### config.mk
export PLATFORM = sky130hd
export DESIGN_NAME = uart_ctrl
export DESIGN_NICKNAME = d
export VERILOG_FILES = /design/src/rtl/uart_ctrl.sv
export SDC_FILE = /design/constraint.sdc
export NUM_CORES = 1
export LEC_CHECK = 0
export BUFFER_PORTS_ARGS = -buffer_cell sky130_fd_sc_hd__buf_2
export CAP_MARGIN = 40
export CORE_ASPECT_RATIO = 1.1
export CORE_MARGIN = 2
export CORE_UTILIZATION = 40
export DETAILED_ROUTE_END_ITERATION = 6
export HOLD_SLACK_MARGIN = 0.1
export SKIP_CTS_REPAIR_TIMING = 1
export SYNTH_ARGS = -nofsm -noshare
export SYNTH_HDL_FRONTEND = slang
export SYNTH_SLANG_ARGS = --single-unit
### constraint.sdc
create_clock -name clk -period 12.4 [get_ports clk]
set_input_delay 1.24 -clock clk [delete_from_list [all_inputs] [get_ports clk]]
set_output_delay 1.24 -clock clk [all_outputs]
set_load 0.03 [all_outputs]
### src/rtl/uart_ctrl.sv
// ---------------------------------------------------------------------------
// uart_ctrl -- parametrised UART with a runtime baud divisor, programmable
// parity and stop bits, and an RX FIFO that stores error flags with each byte.
//
// Optional build macro: UART_LOOPBACK_EN
//   When defined, adds the 'loopback' input. While loopback=1 the receiver
//   listens to the internal transmit stream and the tx pin is held at 1.
//
// Ports:
//   clk, rst            system clock, synchronous active-high reset
//   div_wr, baud_div    load the 16x-oversample tick divisor (0 acts as 1)
//   parity_en/odd,stop2 frame format, captured at each TX/RX frame start
//   din, wr_en          TX byte and write strobe (ignored while tx_busy)
//   tx, tx_busy         serial output and transmitter-occupied flag
//   rx                  asynchronous serial input
//   rdy, rd_en          RX FIFO not-empty flag and pop strobe
//   dout, err_frame,
//   err_parity          FIFO head (first-word-fall-through, zero when empty)
//   overrun, err_clr    sticky dropped-byte flag and its clear
//   rx_count            FIFO occupancy
// ---------------------------------------------------------------------------
module uart_ctrl #(
    parameter int CLK_SPEED   = 50000000,
    parameter int DATA_BITS   = 8,
    parameter int FIFO_DEPTH  = 16,
    parameter int DEFAULT_DIV = 27
) (
    input  logic                          clk,
    input  logic                          rst,
`ifdef UART_LOOPBACK_EN
    input  logic                          loopback,
`endif
    input  logic                          div_wr,
    input  logic [15:0]                   baud_div,
    input  logic                          parity_en,
    input  logic                          parity_odd,
    input  logic                          stop2,
    input  logic [DATA_BITS-1:0]          din,
    input  logic                          wr_en,
    output logic                          tx,
    output logic                          tx_busy,
    input  logic                          rx,
    output logic                          rdy,
    input  logic                          rd_en,
    output logic [DATA_BITS-1:0]          dout,
    output logic                          err_frame,
    output logic                          err_parity,
    output logic                          overrun,
    input  logic                          err_clr,
    output logic [$clog2(FIFO_DEPTH):0]   rx_count
);

    localparam int AW = $clog2(FIFO_DEPTH);
    localparam int EW = DATA_BITS + 2;
    localparam logic [15:0] RST_DIV = (DEFAULT_DIV < 1) ? 16'd1 : 16'(DEFAULT_DIV);
    localparam logic [2:0]  LAST_BIT = 3'(DATA_BITS - 1);

    // Elaboration-time parameter sanity checks.
    if (CLK_SPEED <= 0) begin : g_bad_clk
        $error("uart_ctrl: CLK_SPEED must be positive");
    end
    if (DATA_BITS < 5 || DATA_BITS > 8) begin : g_bad_bits
        $error("uart_ctrl: DATA_BITS must be 5..8");
    end
    if (FIFO_DEPTH < 2 || (1 << AW) != FIFO_DEPTH) begin : g_bad_depth
        $error("uart_ctrl: FIFO_DEPTH must be a power of 2, >= 2");
    end

    // -----------------------------------------------------------------------
    // Tick generator: one-cycle tick every div clocks (16 ticks per bit)
    // -----------------------------------------------------------------------
    logic [15:0] div_q, div_d;
    logic [15:0] cnt_q, cnt_d;
    logic        tick;

    // '>=' keeps the counter bounded even if it were ever above the divisor.
    assign tick = (cnt_q >= div_q - 16'd1);

    always_comb begin
        div_d = div_q;
        cnt_d = tick ? 16'd0 : cnt_q + 16'd1;
        if (div_wr) begin
            div_d = (baud_div == 16'd0) ? 16'd1 : baud_div;
            cnt_d = 16'd0;
        end
    end

    always_ff @(posedge clk) begin
        if (rst) begin
            div_q <= RST_DIV;
            cnt_q <= 16'd0;
        end else begin
            div_q <= div_d;
            cnt_q <= cnt_d;
        end
    end

    // -----------------------------------------------------------------------
    // Transmitter
    // -----------------------------------------------------------------------
    typedef enum logic [2:0] {
        TX_IDLE, TX_START, TX_DATA, TX_PARITY, TX_STOP
    } tx_state_e;

    tx_state_e            tx_state_q, tx_state_d;
    logic [4:0]           tx_tcnt_q, tx_tcnt_d;
    logic [2:0]           tx_bit_q, tx_bit_d;
    logic [DATA_BITS-1:0] tx_sh_q, tx_sh_d;
    logic                 tx_pen_q, tx_pen_d;
    logic                 tx_pbit_q, tx_pbit_d;
    logic                 tx_stop2_q, tx_stop2_d;
    logic                 tx_q, tx_d;
    logic [4:0]           tx_lim;
    logic                 tx_end;

    // Two stop bits are one 32-tick STOP state rather than two states.
    assign tx_lim = (tx_state_q == TX_STOP && tx_stop2_q) ? 5'd31 : 5'd15;
    assign tx_end = tick && (tx_tcnt_q == tx_lim);

    always_comb begin
        tx_state_d = tx_state_q;
        tx_tcnt_d  = tx_tcnt_q;
        tx_bit_d   = tx_bit_q;
        tx_sh_d    = tx_sh_q;
        tx_pen_d   = tx_pen_q;
        tx_pbit_d  = tx_pbit_q;
        tx_stop2_d = tx_stop2_q;

        if (tx_state_q != TX_IDLE && tick) begin
            tx_tcnt_d = tx_tcnt_q + 5'd1;
        end

        unique case (tx_state_q)
            TX_IDLE: begin
                if (wr_en) begin
                    tx_state_d = TX_START;
                    tx_tcnt_d  = 5'd0;
                    tx_sh_d    = din;
                    tx_pen_d   = parity_en;
                    tx_pbit_d  = (^din) ^ parity_odd;
                    tx_stop2_d = stop2;
                end
            end
            TX_START: begin
                if (tx_end) begin
                    tx_state_d = TX_DATA;
                    tx_tcnt_d  = 5'd0;
                    tx_bit_d   = 3'd0;
                end
            end
            TX_DATA: begin
                if (tx_end) begin
                    tx_tcnt_d = 5'd0;
                    if (tx_bit_q == LAST_BIT) begin
                        tx_state_d = tx_pen_q ? TX_PARITY : TX_STOP;
                    end else begin
                        tx_bit_d = tx_bit_q + 3'd1;
                        tx_sh_d  = tx_sh_q >> 1;
                    end
                end
            end
            TX_PARITY: begin
                if (tx_end) begin
                    tx_state_d = TX_STOP;
                    tx_tcnt_d  = 5'd0;
                end
            end
            TX_STOP: begin
                if (tx_end) begin
                    tx_state_d = TX_IDLE;
                    tx_tcnt_d  = 5'd0;
                end
            end
            default: tx_state_d = TX_IDLE;
        endcase

        // Line level derived from the next state so tx is a clean flop output.
        unique case (tx_state_d)
            TX_START:  tx_d = 1'b0;
            TX_DATA:   tx_d = tx_sh_d[0];
            TX_PARITY: tx_d = tx_pbit_d;
            default:   tx_d = 1'b1;
        endcase
    end

    always_ff @(posedge clk) begin
        if (rst) begin
            tx_state_q <= TX_IDLE;
            tx_tcnt_q  <= 5'd0;
            tx_bit_q   <= 3'd0;
            tx_pen_q   <= 1'b0;
            tx_stop2_q <= 1'b0;
            tx_q       <= 1'b1;
        end else begin
            tx_state_q <= tx_state_d;
            tx_tcnt_q  <= tx_tcnt_d;
            tx_bit_q   <= tx_bit_d;
            tx_pen_q   <= tx_pen_d;
            tx_stop2_q <= tx_stop2_d;
            tx_q       <= tx_d;
        end
    end

    always_ff @(posedge clk) begin
        tx_sh_q   <= tx_sh_d;
        tx_pbit_q <= tx_pbit_d;
    end

    assign tx_busy = (tx_state_q != TX_IDLE);

    // -----------------------------------------------------------------------
    // Receiver input: synchronizer, optional loopback source
    // -----------------------------------------------------------------------
    logic rx_s1_q, rx_s2_q, rx_prev_q;
    logic rx_in;

    always_ff @(posedge clk) begin
        if (rst) begin
            rx_s1_q   <= 1'b1;
            rx_s2_q   <= 1'b1;
            rx_prev_q <= 1'b1;
        end else begin
            rx_s1_q   <= rx;
            rx_s2_q   <= rx_s1_q;
            rx_prev_q <= rx_in;
        end
    end

`ifdef UART_LOOPBACK_EN
    // The internal tx stream is already synchronous, so it skips the synchronizer.
    assign rx_in = loopback ? tx_q : rx_s2_q;
    assign tx    = loopback ? 1'b1 : tx_q;
`else
    assign rx_in = rx_s2_q;
    assign tx    = tx_q;
`endif

    // -----------------------------------------------------------------------
    // Receiver FSM
    // -----------------------------------------------------------------------
    typedef enum logic [2:0] {
        RX_IDLE, RX_START, RX_DATA, RX_PARITY, RX_STOP
    } rx_state_e;

    rx_state_e            rx_state_q, rx_state_d;
    logic [3:0]           rx_tcnt_q, rx_tcnt_d;
    logic [2:0]           rx_bit_q, rx_bit_d;
    logic [DATA_BITS-1:0] rx_sh_q, rx_sh_d;
    logic                 rx_pen_q, rx_pen_d;
    logic                 rx_podd_q, rx_podd_d;
    logic                 rx_perr_q, rx_perr_d;
    logic                 push;
    logic [EW-1:0]        push_word;

    always_comb begin
        rx_state_d = rx_state_q;
        rx_tcnt_d  = rx_tcnt_q;
        rx_bit_d   = rx_bit_q;
        rx_sh_d    = rx_sh_q;
        rx_pen_d   = rx_pen_q;
        rx_podd_d  = rx_podd_q;
        rx_perr_d  = rx_perr_q;
        push       = 1'b0;
        push_word  = {rx_sh_q, ~rx_in, rx_perr_q};

        if (rx_state_q != RX_IDLE && tick) begin
            rx_tcnt_d = rx_tcnt_q + 4'd1;
        end

        unique case (rx_state_q)
            RX_IDLE: begin
                // Falling edge, not level: a held-low break cannot retrigger.
                if (!rx_in && rx_prev_q) begin
                    rx_state_d = RX_START;
                    rx_tcnt_d  = 4'd0;
                    rx_pen_d   = parity_en;
                    rx_podd_d  = parity_odd;
                    rx_perr_d  = 1'b0;
                end
            end
            RX_START: begin
                if (tick && rx_tcnt_q == 4'd7) begin
                    rx_tcnt_d = 4'd0;
                    rx_bit_d  = 3'd0;
                    rx_state_d = rx_in ? RX_IDLE : RX_DATA;
                end
            end
            RX_DATA: begin
                if (tick && rx_tcnt_q == 4'd15) begin
                    rx_sh_d = {rx_in, rx_sh_q[DATA_BITS-1:1]};
                    if (rx_bit_q == LAST_BIT) begin
                        rx_state_d = rx_pen_q ? RX_PARITY : RX_STOP;
                    end else begin
                        rx_bit_d = rx_bit_q + 3'd1;
                    end
                end
            end
            RX_PARITY: begin
                if (tick && rx_tcnt_q == 4'd15) begin
                    rx_perr_d  = rx_in ^ (^rx_sh_q) ^ rx_podd_q;
                    rx_state_d = RX_STOP;
                end
            end
            RX_STOP: begin
                // Push at the centre of the first stop bit; no wait for its end.
                if (tick && rx_tcnt_q == 4'd15) begin
                    push       = 1'b1;
                    rx_state_d = RX_IDLE;
                end
            end
            default: rx_state_d = RX_IDLE;
        endcase
    end

    always_ff @(posedge clk) begin
        if (rst) begin
            rx_state_q <= RX_IDLE;
            rx_tcnt_q  <= 4'd0;
            rx_bit_q   <= 3'd0;
            rx_pen_q   <= 1'b0;
            rx_podd_q  <= 1'b0;
            rx_perr_q  <= 1'b0;
        end else begin
            rx_state_q <= rx_state_d;
            rx_tcnt_q  <= rx_tcnt_d;
            rx_bit_q   <= rx_bit_d;
            rx_pen_q   <= rx_pen_d;
            rx_podd_q  <= rx_podd_d;
            rx_perr_q  <= rx_perr_d;
        end
    end

    always_ff @(posedge clk) begin
        rx_sh_q <= rx_sh_d;
    end

    // -----------------------------------------------------------------------
    // RX FIFO: entry = {data, frame_err, parity_err}
    // -----------------------------------------------------------------------
    logic [EW-1:0] mem_q [FIFO_DEPTH];
    logic [AW-1:0] wr_ptr_q, wr_ptr_d;
    logic [AW-1:0] rd_ptr_q, rd_ptr_d;
    logic [AW:0]   count_q, count_d;
    logic          overrun_q, overrun_d;
    logic          empty, full, pop, push_ok, ovr_set;
    logic [EW-1:0] head;

    assign empty   = (count_q == '0);
    assign full    = (count_q == (AW+1)'(FIFO_DEPTH));
    assign pop     = rd_en && !empty;
    // A pop in the same cycle frees the slot, so a full FIFO still accepts.
    assign push_ok = push && (!full || pop);
    assign ovr_set = push && full && !pop;

    always_comb begin
        wr_ptr_d = push_ok ? wr_ptr_q + 1'b1 : wr_ptr_q;
        rd_ptr_d = pop ? rd_ptr_q + 1'b1 : rd_ptr_q;
        count_d  = count_q;
        if (push_ok && !pop) begin
            count_d = count_q + 1'b1;
        end else if (pop && !push_ok) begin
            count_d = count_q - 1'b1;
        end
        // Set has priority over clear.
        overrun_d = overrun_q;
        if (ovr_set) begin
            overrun_d = 1'b1;
        end else if (err_clr) begin
            overrun_d = 1'b0;
        end
    end

    always_ff @(posedge clk) begin
        if (rst) begin
            wr_ptr_q  <= '0;
            rd_ptr_q  <= '0;
            count_q   <= '0;
            overrun_q <= 1'b0;
        end else begin
            wr_ptr_q  <= wr_ptr_d;
            rd_ptr_q  <= rd_ptr_d;
            count_q   <= count_d;
            overrun_q <= overrun_d;
        end
    end

    always_ff @(posedge clk) begin
        if (push_ok) begin
            mem_q[wr_ptr_q] <= push_word;
        end
    end

    assign head = empty ? '0 : mem_q[rd_ptr_q];

    assign rdy        = !empty;
    assign dout       = head[EW-1:2];
    assign err_frame  = head[1];
    assign err_parity = head[0];
    assign overrun    = overrun_q;
    assign rx_count   = count_q;

endmodule
==> results.toml <==
[run_status]
status = "finished clean"

[sta]
max_slew_margin_pct = 48.4
fmax_mhz = 184
fin_skew_ns = 0.0174
finalSetupTns_ns = 0
hold_viol_final = 0
final_max_slew_viol_count = 0
layout_setup_ws_ns = 6.96
period_share_pct = 43.9
rsz0062_at_grt = "no"
whs_ns = 0.420
setup_viol = 0
min_period_ns = 5.44
worst_slew_pin_slew_ns = 0.766

[grt]
grt_pass1_wl_mm = 35.2
grt_usage_pct = 15.4
grt_pass1_vias = 6492
grt_overflow_total = 0
grt_max_degree = 52
antenna_found_initial = 0

[finish]
regArea_um2 = 6900
layout.nets = 946
fin_util_pct = 46.4
drive_above_1_share_pct = 19.6
nFillCells = 2464
area_delta_synth_final_pct = 14.8
diodes = 0
multiInputGateArea_um2 = 4010
fin_area_um2 = 12800
fin_cells = 1262

[setup_path]
crit_top_cell = "ha_1"
reg2regPathDepth = 22
end_kind = "flop"
worstPathMaxFanout = 11
critPathKind = "reg2reg"
crit_chain = "inv_1 > ha_1 > nor3b_1 > nand2_1 > or2_2 > nor4_1 > nand2_1 > xor2_1 > ha_1 > nand4_1 > nor2_1 > nand3_1 > o21a_1 > nor4b_4 > ha_1 > inv_1 > ha_1 > a21o_1 > a21oi_1 > xnor2_1 > or3_1 > a21oi_1"
worst-path-buf-inv = 2
cp.required_ns = 12.85
crit_cells = 22
ff2ff_setup_slack_ns = 6.96
cp_slowest_stage_delay_ns = 0.63
startpoint_type = "flop"
cp_top_family = "simple AND/OR/NAND/NOR gates"
worstPathArrival_ns = 5.89
slowest_stage = "nor4b_4"

[yosys]
synth.avg_cell_area_um2 = 13.8
ys.flop_type = "edfxtp_1"
ys_ff_latch = 257
ys_types = 56
synth_nets = 873
yosys_warnings = 0
synth-seq-area-share_pct = 62.0
postSynthCellCount = 805
syn_area_um2 = 11100
synth_edf_count = 175
async_reset_ff_share_pct = 0

[clock_tree]
clk_pin_slew_worst_paths_ns = 0.05
ctsHtreeMaxLevel = 1
cts_buffer_depth = 3
root_buffer = "clkbuf_16"
cts.sinks = 257
cts-buffers-inserted = 27
insertion_delay_ns = 0.53
cts_tree = "built"

[hold_path]
holdCritPathClass = "reg2reg"
hold_depth = 1

[floorplanning]
row_count = 64
core_um2 = 27500
start_util_pct = 40.4
die_h_um = 179
die_w_um = 163
die_area_um2 = 29100
ios = 53

[drt]
wirelength_mm = 21.7
post_drt_wl_per_cell_um = 17.2
drt_iter0_drc = 390
drt-pass1-iter-count = 5
num_vias = 6483
ant_nets = 0
drc = 0
avgViaCountPerCell = 5.14

[power_and_ir_drop]
power_density_nw_per_um2 = 172
ir_worst_vdd_uv = 137
leakagePower_nw = 4.42
finalPower_mw = 2.20

[placement]
dpl_worst_slack_ns = 6.91
place_inst = 1212
port_buffers = 52
dp.final_hpwl_mm = 14.9
gp_congestion = 0.782
place_area_um2 = 11900

[run]
maxCapViolCount = 0
## power breakdown
part / internal, mW / switching [mW]
clock network: 0.449 / 0.315
registers: 0.928 / 0.0243
logic: 0.213 / 0.267
total: 1.59 / 0.606
## cells in the mapped netlist, types with 17 or more instances
cell type	n	area, um2
nor2b_1	17	106
nand3_1	17	85.1
nor2_1	104	390
clkbuf_1	21	78.8
mux2i_1	19	190
xor2_1	21	184
dfxtp_1	82	1640
edfxtp_1	175	5260
inv_1	23	86.3
xnor2_1	41	359
ha_1	33	413
mux4_2	50	1130
nand2_1	43	161
a21oi_1	24	120
## state kept, by name (all words and copies together) (netlist names), 5 cells and up, named ones only
name,flops
div_q,16
mem_q,160
tx_sh_q,8
tx_tcnt_q,5
rx_count,5
rx_sh_q,8
cnt_q,16
## layout make-up
type | instances | area share [%]
clock buffer | 38 | 5.69
clock inverter | 12 | 0.882
inverter | 23 | 0.676
multi-input combinational | 494 | 31.4
sequential | 257 | 54.0
tap | 363 | 3.56
timing repair buffer | 75 | 3.79
## worst paths after layout
| path | start | end |
|---|---|---|
| setup / recovery | div_q[0] | rx_count[4] |
| setup reg to reg | div_q[0] | rx_count[4] |
| hold / removal | rx_s1_q | rx_in |
| hold reg to reg | rx_s1_q | rx_in |
## routing by layer
layer,track usage [%],up-vias,share of wire (%)
li1,-,3142,-
met1,21.1,3168,45
met2,25.9,145,48
met3,2.43,28,4.5
met4,3.72,0,2.1
met5,0,-,0
## layout by cell type, fill, tap and decap left out, drive strengths merged, types with 21 or more instances in the layout
master,count
dfxtp,82
clkbuf,38
a21oi,24
edfxtp,175
nand2,45
nor2,105
buf,75
ha,33
mux4,50
xnor2,41
xor2,21
inv,24
## cells by family (layout without fill, tap and decap cells)
logic type / count (synthesis) / after routing / share of synthesized area (%)
AND/OR/NAND/NOR: 252 / 252 / 10.9
flip-flops: 257 / 257 / 62.0
buffers and inverters: 54 / 148 / 1.95
multiplexers: 70 / 70 / 11.9
adder cells (fa/ha/maj): 34 / 34 / 3.89
AO/OA/AOI/OAI: 76 / 76 / 4.36
XOR/XNOR: 62 / 62 / 4.88
Power figures use the tool's default switching activity.
